$ cat src/rtl/wave_playback_pkg.sv
// Shared constants and FSM state type for the channel waveform playback path.
// Widths here must agree with the sample memory on the board top level.
package wave_playback_pkg;

  localparam int unsigned M     = 12;
  localparam int unsigned AW    = 10;
  localparam int unsigned DEPTH = 150;
  localparam int unsigned DIV_W = 8;

  localparam logic [AW-1:0] LAST_ADDR = AW'(DEPTH - 1);

  typedef enum logic [2:0] {
    ST_IDLE,
    ST_FETCH,
    ST_LOAD,
    ST_OUT,
    ST_PACE,
    ST_DONE
  } state_e;

endpackage

$ cat src/rtl/wave_playback_ctrl_if.sv
// Control, memory-read and sample-stream signals of the playback sequencer.
// master = sequencer side, slave = surrounding memory/DAC/control side.
interface wave_playback_ctrl_if;
  import wave_playback_pkg::*;

  logic             trig;
  logic             abort;
  logic [DIV_W-1:0] rate_div;
  logic [AW-1:0]    mem_dir;
  logic [M-1:0]     mem_data;
  logic [M-1:0]     sample_out;
  logic             sample_valid;
  logic             sample_ready;
  logic             busy;
  logic             done;
  logic             trig_overrun;

  modport master (
    input  trig, abort, rate_div, mem_data, sample_ready,
    output mem_dir, sample_out, sample_valid, busy, done, trig_overrun
  );

  modport slave (
    output trig, abort, rate_div, mem_data, sample_ready,
    input  mem_dir, sample_out, sample_valid, busy, done, trig_overrun
  );

endinterface

$ cat src/rtl/pace_counter.sv
// Loadable down-counter with zero flag; times the inter-sample gap.
module pace_counter
  import wave_playback_pkg::*;
#(
  parameter int unsigned W = DIV_W
) (
  input  logic         clk,
  input  logic         reset,
  input  logic         load,
  input  logic [W-1:0] load_val,
  input  logic         dec,
  output logic         zero_c
);

  logic [W-1:0] count_q;

  assign zero_c = (count_q == '0);

  // Load wins over decrement; decrement saturates at zero.
  always_ff @(posedge clk or negedge reset) begin
    if (!reset) begin
      count_q <= '0;
    end else if (load) begin
      count_q <= load_val;
    end else if (dec && !zero_c) begin
      count_q <= count_q - W'(1);
    end
  end

endmodule

$ cat src/rtl/wave_playback_ctrl.sv
// Walks the sample memory 0..DEPTH-1 on trigger and streams each word out
// over valid/ready, with a latched inter-sample gap between samples.
module wave_playback_ctrl
  import wave_playback_pkg::*;
(
  input logic                  clk,
  input logic                  reset,
  wave_playback_ctrl_if.master bus
);

  state_e           state_q, state_d;
  logic [AW-1:0]    addr_q, addr_d;
  logic [DIV_W-1:0] rate_q, rate_d;
  logic [AW-1:0]    mem_dir_q, mem_dir_d;
  logic [M-1:0]     sample_out_q, sample_out_d;
  logic             valid_q, valid_d;
  logic             busy_q, busy_d;
  logic             done_q, done_d;
  logic             overrun_q, overrun_d;
  logic             pace_load, pace_dec, pace_zero_c;

  pace_counter #(.W(DIV_W)) u_pace (
    .clk      (clk),
    .reset    (reset),
    .load     (pace_load),
    .load_val (rate_q - DIV_W'(1)),
    .dec      (pace_dec),
    .zero_c   (pace_zero_c)
  );

  // State and registered outputs.
  always_ff @(posedge clk or negedge reset) begin
    if (!reset) begin
      state_q      <= ST_IDLE;
      addr_q       <= '0;
      rate_q       <= '0;
      mem_dir_q    <= '0;
      sample_out_q <= '0;
      valid_q      <= 1'b0;
      busy_q       <= 1'b0;
      done_q       <= 1'b0;
      overrun_q    <= 1'b0;
    end else begin
      state_q      <= state_d;
      addr_q       <= addr_d;
      rate_q       <= rate_d;
      mem_dir_q    <= mem_dir_d;
      sample_out_q <= sample_out_d;
      valid_q      <= valid_d;
      busy_q       <= busy_d;
      done_q       <= done_d;
      overrun_q    <= overrun_d;
    end
  end

  // Next state and next output values.
  always_comb begin
    state_d      = state_q;
    addr_d       = addr_q;
    rate_d       = rate_q;
    sample_out_d = sample_out_q;
    valid_d      = valid_q;
    pace_load    = 1'b0;
    pace_dec     = 1'b0;

    unique case (state_q)
      ST_IDLE: begin
        if (bus.trig && !bus.abort) begin
          state_d = ST_FETCH;
          addr_d  = '0;
          rate_d  = bus.rate_div;
        end
      end
      ST_FETCH: state_d = ST_LOAD;
      ST_LOAD: begin
        sample_out_d = bus.mem_data;
        valid_d      = 1'b1;
        state_d      = ST_OUT;
      end
      ST_OUT: begin
        if (bus.sample_ready) begin
          valid_d = 1'b0;
          if (addr_q == LAST_ADDR) begin
            state_d = ST_DONE;
          end else begin
            addr_d = addr_q + AW'(1);
            if (rate_q != '0) begin
              state_d   = ST_PACE;
              pace_load = 1'b1;
            end else begin
              state_d = ST_FETCH;
            end
          end
        end
      end
      ST_PACE: begin
        if (pace_zero_c) state_d = ST_FETCH;
        else             pace_dec = 1'b1;
      end
      ST_DONE: state_d = ST_IDLE;
      default: state_d = ST_IDLE;
    endcase

    // Abort overrides everything outside IDLE and suppresses the done pulse.
    if (bus.abort && (state_q != ST_IDLE)) begin
      state_d   = ST_IDLE;
      valid_d   = 1'b0;
      pace_load = 1'b0;
      pace_dec  = 1'b0;
    end

    mem_dir_d = (state_d == ST_IDLE) ? '0 : addr_d;
    busy_d    = (state_d != ST_IDLE);
    done_d    = (state_d == ST_DONE);
    overrun_d = bus.trig && (state_q != ST_IDLE);
  end

  assign bus.mem_dir      = mem_dir_q;
  assign bus.sample_out   = sample_out_q;
  assign bus.sample_valid = valid_q;
  assign bus.busy         = busy_q;
  assign bus.done         = done_q;
  assign bus.trig_overrun = overrun_q;

endmodule

$ cat src/flat_wrapper.sv
// flat-port wrapper written by rule: the top's interface ports become plain ports
module wave_playback_ctrl_flat import wave_playback_pkg::*;
  (clk, reset, bus_trig, bus_abort, bus_rate_div, bus_mem_data, bus_sample_ready, bus_mem_dir, bus_sample_out, bus_sample_valid, bus_busy, bus_done, bus_trig_overrun);
  wave_playback_ctrl_if bus_i ();
  input logic clk;
  input logic reset;
  input wire logic [$bits(bus_i.trig)-1:0] bus_trig;
  input wire logic [$bits(bus_i.abort)-1:0] bus_abort;
  input wire logic [$bits(bus_i.rate_div)-1:0] bus_rate_div;
  input wire logic [$bits(bus_i.mem_data)-1:0] bus_mem_data;
  input wire logic [$bits(bus_i.sample_ready)-1:0] bus_sample_ready;
  output wire logic [$bits(bus_i.mem_dir)-1:0] bus_mem_dir;
  output wire logic [$bits(bus_i.sample_out)-1:0] bus_sample_out;
  output wire logic [$bits(bus_i.sample_valid)-1:0] bus_sample_valid;
  output wire logic [$bits(bus_i.busy)-1:0] bus_busy;
  output wire logic [$bits(bus_i.done)-1:0] bus_done;
  output wire logic [$bits(bus_i.trig_overrun)-1:0] bus_trig_overrun;
  assign bus_i.trig = bus_trig;
  assign bus_i.abort = bus_abort;
  assign bus_i.rate_div = bus_rate_div;
  assign bus_i.mem_data = bus_mem_data;
  assign bus_i.sample_ready = bus_sample_ready;
  assign bus_mem_dir = bus_i.mem_dir;
  assign bus_sample_out = bus_i.sample_out;
  assign bus_sample_valid = bus_i.sample_valid;
  assign bus_busy = bus_i.busy;
  assign bus_done = bus_i.done;
  assign bus_trig_overrun = bus_i.trig_overrun;
  wave_playback_ctrl u_core (.clk(clk), .reset(reset), .bus(bus_i));
endmodule
$ cat config.mk
export PLATFORM = sky130hd
export DESIGN_NAME = wave_playback_ctrl_flat
export DESIGN_NICKNAME = d
export VERILOG_FILES = /design/src/rtl/wave_playback_pkg.sv /design/src/rtl/wave_playback_ctrl_if.sv /design/src/rtl/pace_counter.sv /design/src/rtl/wave_playback_ctrl.sv /design/src/flat_wrapper.sv
export SDC_FILE = /design/constraint.sdc
export NUM_CORES = 1
export LEC_CHECK = 0
export ABC_AREA = 1
export BUFFER_PORTS_ARGS = -buffer_cell sky130_fd_sc_hd__buf_2
export CAP_MARGIN = 20
export CORE_UTILIZATION = 55
export DETAILED_ROUTE_END_ITERATION = 8
export MAX_ROUTING_LAYER = met4
export PLACE_DENSITY = 0.79
export SYNTH_ARGS = -nofsm -noshare
export SYNTH_HDL_FRONTEND = slang
export SYNTH_SLANG_ARGS = --single-unit
export TNS_END_PERCENT = 20
$ cat constraint.sdc
create_clock -name clk -period 2.4 [get_ports clk]
set_input_delay 0.48 -clock clk [delete_from_list [all_inputs] [get_ports clk]]
set_output_delay 0.48 -clock clk [all_outputs]
set_load 0.005 [all_outputs]
==> reports/results.tsv, run 1 <==
stage	metric	value	unit
outcome	outcome	finished, final reports clean	
synth	Yosys cell types	34	
grt	initial antenna violation count	0	
cells_and_area	ANT cells	0	
clock_network	cts hold-fix bufs	0	
synth	post-synthesis cell count	361	
worst_setup_path	Crit path largest cell delay	0.44	ns
clock_network	Num CTS Buffers	5	
clock_network	H-tree Lvls	2	
clock_network	Root Buffer	clkbuf_8	
timing	final hold vios	0	
synth	syn nets	389	
timing	Tcrit/Tclk final	88.4	%
worst_setup_path	R2R cell count	16	
floorplanning	row count	25	
synth	Mean Syn Cell Area	7.74	um^2
power	Power Total	3.11	mW
worst_setup_path	RR Startpoint	u_core.addr_q[1]	
cells_and_area	Seq. cell area	0.00138	mm^2
grt	vias in the first global route	2272	
detailed_routing	Post-Route WL	5.80	mm
cells_and_area	# fillers	439	
detailed_routing	Vias/cell	4.97	
worst_setup_path	Setup CP Type	reg2reg	
place	GPL Wtd Cong	0.856	
worst_setup_path	crit-path leading delay family	simple AND/OR/NAND/NOR gates	
timing	Setup-failing EPs final	0	
synth	main area contributors after synthesis	dfrtp_1, nand2_1, inv_1	
timing	fmax	471	MHz
timing	Sum Neg Setup Slack	0	ns
clock_network	Worst-path clk slew	0.10	ns
detailed_routing	vias	2421	
synth	Post-synth ARST share	100	%
cells_and_area	Net count, final	447	
place	Port-buffer cells	50	
synth	cell taking the most area after synthesis	dfrtp_1	
grt	largest net degree at the start of global routing	36	
timing	Worst slew margin	48.0	%
synth	top-area cell type share of the netlist area	49.3	%
floorplanning	core area	0.00482	mm^2
worst_setup_path	CP Max Fanout	8	
worst_setup_path	crit path launch type	flip-flop	
min_path	worst hold path class	in2async	
floorplanning	IO Pins	51	
timing	slew at the pin closest to its max-slew limit	0.780	ns
detailed_routing	drt wl/cell	11.9	um
cells_and_area	multi-input logic area	0.00115	mm^2
worst_setup_path	CP bufs+invs	3	
power	leak pwr	1.79	nW
worst_setup_path	Worst Setup End Kind	flip-flop	
cells_and_area	layout cells sized above 1	21.0	%
synth	ys flop type	dfrtp_1	
grt	Overflow after GRT	0	
power	power per cell area	957	mW/mm^2
timing	WHS	0.230	ns
clock_network	Worst-Skew Late Latency	0.32	ns
synth	Yosys reg bits	55	
timing	Final Max Slew Viols	0	
job	MaxCap Viol Count	0	
worst_setup_path	worst path required time	2.61	ns
detailed_routing	drt pass-1 iters	4	
detailed_routing	initial DRC count	133	
floorplanning	Die X	73.3	um
timing	Worst Skew	0.0112	ns
grt	first-pass GRT wire length	9.58	mm
floorplanning	Die Height	73.3	um
floorplanning	Initial Util	58.0	%
worst_setup_path	Most common cell on crit path	nand2_1	
worst_setup_path	worst r2r dst	u_core.u_pace.count_q[6]	
worst_setup_path	critical path cell sequence	inv_1 > ha_1 > inv_1 > nor2_1 > nand3_2 > nand4_4 > nand2_1 > o21ai_4 > ha_1 > inv_1 > nor2_1 > nand3_1 > nand2_1 > nand2_1 > nand2_1 > nand2_1	
worst_setup_path	CP max stage cell	dfrtp_1	
synth	Yosys warnings	0	
synth	sequential fraction of the synthesis area	49.3	%
timing	unrepaired setup endpoints after global routing	no	
clock_network	CTS tree	built	
timing	crit path time final	2.12	ns
place	post-DP HPWL	4.25	mm
grt	Tot GR Track Use	24.1	%
detailed_routing	Routed Antenna Nets	0	
detailed_routing	Remaining DRCs	0	
clock_network	clk sinks	55	
synth	Post-synth EDFFs	0	
cells_and_area	area growth from synthesis to final layout	16.3	%
synth	synthesized area	0.00279	mm^2
floorplanning	Die ar.	0.00537	mm^2
worst_setup_path	Reg2Reg Setup Slack	0.28	ns
clock_network	Max Buffers Root-to-Sink	2	
power	Max IR drop VDD	0.677	mV
worst_setup_path	Critical Path AT	2.33	ns
## registers in the layout, indices dropped and copies added (netlist names), 3 cells and up
register / flops
u_core.bus.sample_out: 12
u_core.addr_q: 10
u_core.rate_q: 8
u_core.state_q: 3
u_core.bus.mem_dir: 10
u_core.u_pace.count_q: 8
## per-stage QoR
step | utilization [%] | std cells | instance area [um^2] | worst slack, ns
floorplan | - | 361 | 2790 | 0.531
global placement | 65.0 | 477 | 3130 | 0.294
detailed placement | 65.0 | 477 | 3130 | 0.179
CTS | 67.0 | 485 | 3230 | 0.138
global route | 67.4 | 487 | 3250 | 0.0326
finish | 67.4 | 487 | 3250 | 0.279
## logic make-up (layout without fill, tap and decap cells)
| logic type | after synthesis | in the layout | share of synthesized area (%) |
|---|---|---|---|
| XOR/XNOR | 1 | 1 | 0.314 |
| flip-flops | 55 | 55 | 49.3 |
| AO/OA/AOI/OAI | 46 | 46 | 9.41 |
| AND/OR/NAND/NOR | 188 | 188 | 30.0 |
| buffers and inverters | 68 | 127 | 9.63 |
| adder cells (fa/ha/maj) | 3 | 3 | 1.34 |
## layer usage
layer | part of all wire (%) | vias to the layer above | GRT usage [%]
met5 | 0 | - | -
met4 | 1.1 | 0 | 8.28
met2 | 48 | 70 | 39.8
met1 | 46 | 1104 | 29.8
li1 | - | 1237 | -
met3 | 4.5 | 10 | 4.53
## cell usage after synthesis (2+ instances only)
library cell / instances
a31oi_1: 2
nand2_1: 106
inv_1: 57
a21oi_1: 4
nor2_2: 5
nor3_1: 5
clkinv_1: 2
dfrtp_1: 55
inv_2: 2
nand2_2: 5
o21ai_0: 32
nor2_1: 32
ha_1: 3
nand3_1: 22
clkbuf_1: 3
o21ai_2: 3
nand4_1: 6
## power breakdown
group          leakage, nW  internal (mW)  switching (mW)
registers            0.714           1.20           0.168
clock network       0.0463          0.215           0.316
logic                 1.03          0.436           0.771
total                 1.79           1.85            1.26
## worst max-delay path by stage
stage | from | to | slack, ns | depth (start not counted)
finish | u_core.addr_q[1] | u_core.u_pace.count_q[6] | 0.28 | 16
global route | u_core.addr_q[1] | u_core.u_pace.count_q[6] | 0.03 | 16
CTS | u_core.addr_q[1] | u_core.u_pace.count_q[6] | 0.14 | 15
detailed placement | u_core.addr_q[1] | u_core.u_pace.count_q[6] | 0.18 | 15
global placement | u_core.addr_q[1] | u_core.u_pace.count_q[6] | 0.29 | 15
floorplan | u_core.addr_q[1] | u_core.u_pace.count_q[6] | 0.53 | 16
## worst register-to-register path: stages (launching register included)
cell and delay [ns]:
dfrtp_1 0.44, inv_1 0.08, ha_1 0.15, inv_1 0.05, nor2_1 0.12, nand3_2 0.13, nand4_4 0.15, nand2_1 0.12
o21ai_4 0.09, ha_1 0.21, inv_1 0.05, nor2_1 0.13, nand3_1 0.09, nand2_1 0.07, nand2_1 0.05, nand2_1 0.05
nand2_1 0.04
## area by class of cell
cell class              count  share of cell area [%]
well taps                  67                    2.58
inverters                  62                    7.20
flip-flops and latches     55                    42.4
repair buffers             57                    9.32
clock buffers               5                    2.12
clock inverters             3                   0.847
multi-input cells         238                    35.6
## cells in the final DEF, fill, tap and decap left out, drive strengths merged, types with 2 or more instances in the layout
cell / synthesis / layout
o21ai: 37 / 37
nand3: 23 / 23
a21oi: 4 / 4
nand4: 7 / 7
nand2: 112 / 112
a31oi: 2 / 2
buf: 3 / 57
inv: 59 / 60
clkinv: 3 / 4
nor3: 6 / 6
ha: 3 / 3
nor2: 38 / 38
dfrtp: 55 / 55
clkbuf: 3 / 5
## timing repair
item                       in CTS  in global routing
resized for setup               0                  1
buffers inserted                0                  2
setup endpoints to repair       0                  3
Note: power is estimated with default switching activity, not from simulation.
==> run 2: changes to the inputs <==
--- a/config.mk
+++ b/config.mk
@@ -7,11 +7,12 @@
 export LEC_CHECK = 0
 export ABC_AREA = 1
 export BUFFER_PORTS_ARGS = -buffer_cell sky130_fd_sc_hd__buf_2
-export CAP_MARGIN = 20
-export CORE_UTILIZATION = 55
+export CORE_UTILIZATION = 57
+export CTS_BUF_LIST = sky130_fd_sc_hd__clkbuf_2
 export DETAILED_ROUTE_END_ITERATION = 8
 export MAX_ROUTING_LAYER = met4
-export PLACE_DENSITY = 0.79
+export PLACE_DENSITY = 0.81
+export SETUP_SLACK_MARGIN = 0.4
 export SYNTH_ARGS = -nofsm -noshare
 export SYNTH_HDL_FRONTEND = slang
 export SYNTH_SLANG_ARGS = --single-unit
==> run 2 against run 1 <==
- the run now ends with negative hold slack left
- worst hold slack got worse by 0.23 ns
- clock-buffer cell count unchanged
- die area decreased by 3.4%
- sequential power about the same
- sequential cell count unchanged
- sequential share of layout area decreased by 2.1 points
- combinational power increased by 19%
- core utilization increased by 5.1 points
- clock skew about the same
- cell count increased by 1.4%
- routed wire length increased by 10%
- first-iteration DRC count increased by 40%
- largest cell class unchanged
==> reports/results.tsv, run 2 (synthesis results as in run 1) <==
stage	metric	value	unit
grt	vias in the first global route	2225	
clock_network	clk sinks	55	
floorplanning	Die Height	72.0	um
worst_setup_path	crit-path leading delay family	simple AND/OR/NAND/NOR gates	
power	Sw Ratio	41.3	%
timing	Final Max Slew Viols	0	
power	leak pwr	1.84	nW
timing	Worst slew margin	57.9	%
worst_setup_path	Most common cell on crit path	nand2_2	
worst_setup_path	Setup CP Type	reg2reg	
grt	Overflow after GRT	0	
worst_setup_path	Critical Path AT	2.43	ns
place	Placed Area	0.00314	mm^2
power	P_sw	1.35	mW
worst_setup_path	crit path launch type	flip-flop	
detailed_routing	drt pass-1 iters	5	
floorplanning	Die ar.	0.00518	mm^2
detailed_routing	Routed Antenna Nets	0	
timing	Tcrit/Tclk final	83.4	%
clock_network	cts hold-fix bufs	0	
power	part of the power in registers	42.1	%
place	GPL Wtd Cong	0.883	
power	Max IR drop VDD	0.744	mV
cells_and_area	max reg flops	12	
clock_network	Worst-path clk slew	0.26	ns
place	post-DP HPWL	4.32	mm
clock_network	Max Buffers Root-to-Sink	2	
clock_network	Worst-Skew Late Latency	0.45	ns
worst_setup_path	critical path cell sequence	inv_1 > ha_2 > inv_2 > nor2_2 > nand3_2 > nand4_4 > buf_12 > nand2_2 > nand2_4 > nand2_2 > nor2_4 > nand2_2 > nand2_1 > nand3_1 > nand2_1	
timing	slew at the pin closest to its max-slew limit	0.631	ns
cells_and_area	area growth from synthesis to final layout	22.6	%
worst_setup_path	CP max stage cell	dfrtp_1	
timing	Worst Skew	0.0113	ns
detailed_routing	drt wl/cell	12.9	um
power	Clk pwr share	13.9	%
grt	Tot GR Track Use	24.8	%
outcome	violated checks	negative hold slack	
job	MaxCap Viol Count	0	
power	power per cell area	958	mW/mm^2
detailed_routing	vias	2535	
timing	Setup-failing EPs final	0	
cells_and_area	Net count, final	454	
timing	unrepaired setup endpoints after global routing	yes	
cells_and_area	most common cell after layout, fill and taps aside	nand2_1	
timing	final hold vios	4	
grt	largest net degree at the start of global routing	29	
timing	crit path time final	2.00	ns
floorplanning	IO Pins	51	
outcome	outcome	finished with violations	
min_path	worst hold path class	in2async	
detailed_routing	Remaining DRCs	0	
worst_setup_path	worst path required time	2.82	ns
power	Int Pwr	1.93	mW
floorplanning	Initial Util	59.1	%
grt	first-pass GRT wire length	9.64	mm
worst_setup_path	Worst Setup End Kind	flip-flop	
timing	WHS	-0.00267	ns
timing	Sum Neg Setup Slack	0	ns
grt	initial antenna violation count	0	
cells_and_area	layout cells sized above 1	28.3	%
timing	fmax	500	MHz
worst_setup_path	Crit path largest cell delay	0.44	ns
cells_and_area	ANT cells	0	
floorplanning	Die X	72.0	um
floorplanning	row count	25	
clock_network	H-tree Lvls	2	
detailed_routing	Post-Route WL	6.39	mm
place	Port-buffer cells	50	
clock_network	Num CTS Buffers	5	
detailed_routing	initial DRC count	186	
power	Comb power frac	44.0	%
floorplanning	core area	0.00472	mm^2
worst_setup_path	CP Max Fanout	8	
worst_setup_path	CP bufs+invs	3	
clock_network	Root Buffer	clkbuf_2	
cells_and_area	commonest non-fill, non-tap cells in the layout	nand2_1, inv_1, dfrtp_1	
clock_network	CTS tree	built	
cells_and_area	Design Area, Final	0.00342	mm^2
detailed_routing	Vias/cell	5.13	
-- run 2: cell types whose count changed in the layout (fill, tap and decap cells not counted), moves of 4 or more --
cell | previous run | this run
buf_4 | 7 | 11
clkbuf_8 | 5 | 0
nor2_1 | 32 | 26
clkbuf_2 | 0 | 5
nand2_1 | 106 | 96
nand2_2 | 5 | 14
-- run 2: path summary, 6_finish.rpt --
kind,from,cells past startpoint,to,slack [ns]
setup / recovery,u_core.addr_q[1],15,u_core.u_pace.count_q[7],0.40
setup reg to reg,u_core.addr_q[1],15,u_core.u_pace.count_q[7],0.40
hold / removal,reset,1,u_core.bus.busy,-0.003
hold reg to reg,u_core.bus.sample_out[1],2,u_core.bus.sample_out[1],0.51
min in group clk,bus_mem_data[9],3,u_core.bus.sample_out[9],0.21
max in group asynchronous,reset,2,u_core.bus.done,1.84
-- run 2: worst register-to-register path: stages, from the launching register on --
cell	delay [ns]
dfrtp_1	0.44
inv_1	0.06
ha_2	0.18
inv_2	0.04
nor2_2	0.10
nand3_2	0.13
nand4_4	0.22
buf_12	0.17
nand2_2	0.07
nand2_4	0.07
nand2_2	0.08
nor2_4	0.16
nand2_2	0.06
nand2_1	0.06
nand3_1	0.07
nand2_1	0.07
-- run 2: per-stage QoR --
step	hold WS, ns	worst slack [ns]	std cells	total power, mW	util, %
5_1_grt	0.0144	0.226	494	3.54	72.5
2_1_floorplan	0.184	0.531	361	2.17	-
6_report	-0.00267	0.399	494	3.28	72.5
3_5_place_dp	0.462	0.346	477	2.59	66.5
3_3_place_gp	0.451	0.419	477	2.53	66.5
4_1_cts	0.0229	0.371	487	3.06	68.2
-- run 2: what timing repair did --
action,4_1_cts,5_1_grt
pin swaps,0,21
buffers inserted,2,6
resized for setup,1,38
gates cloned,0,1
endpoints found under the setup margin,5,19
-- run 2: power by group through the flow --
stage | combinational (mW) | clock, mW | sequential [mW]
finish | 1.44 | 0.457 | 1.38
global route | 1.64 | 0.500 | 1.41
CTS | 1.23 | 0.466 | 1.37
detailed placement | 1.20 | 0 | 1.39
global placement | 1.15 | 0 | 1.38
floorplan | 0.792 | 0 | 1.38
-- run 2: cell type report --
class / count / area (um^2)
well taps: 67 / 83.8
inverters: 62 / 238
repair buffers: 64 / 398
clock buffers: 5 / 25.0
multi-input cells: 238 / 1260
fillers: 349 / 1300
flip-flops and latches: 55 / 1380
clock inverters: 3 / 38.8
-- run 2: layer usage --
layer | global-route usage, % | vias up | wire length, um
met4 | 7.19 | 0 | 167
met2 | 40.9 | 117 | 3130
met1 | 31.7 | 1145 | 2710
met5 | - | - | 0
met3 | 4.31 | 18 | 373
li1 | - | 1255 | -
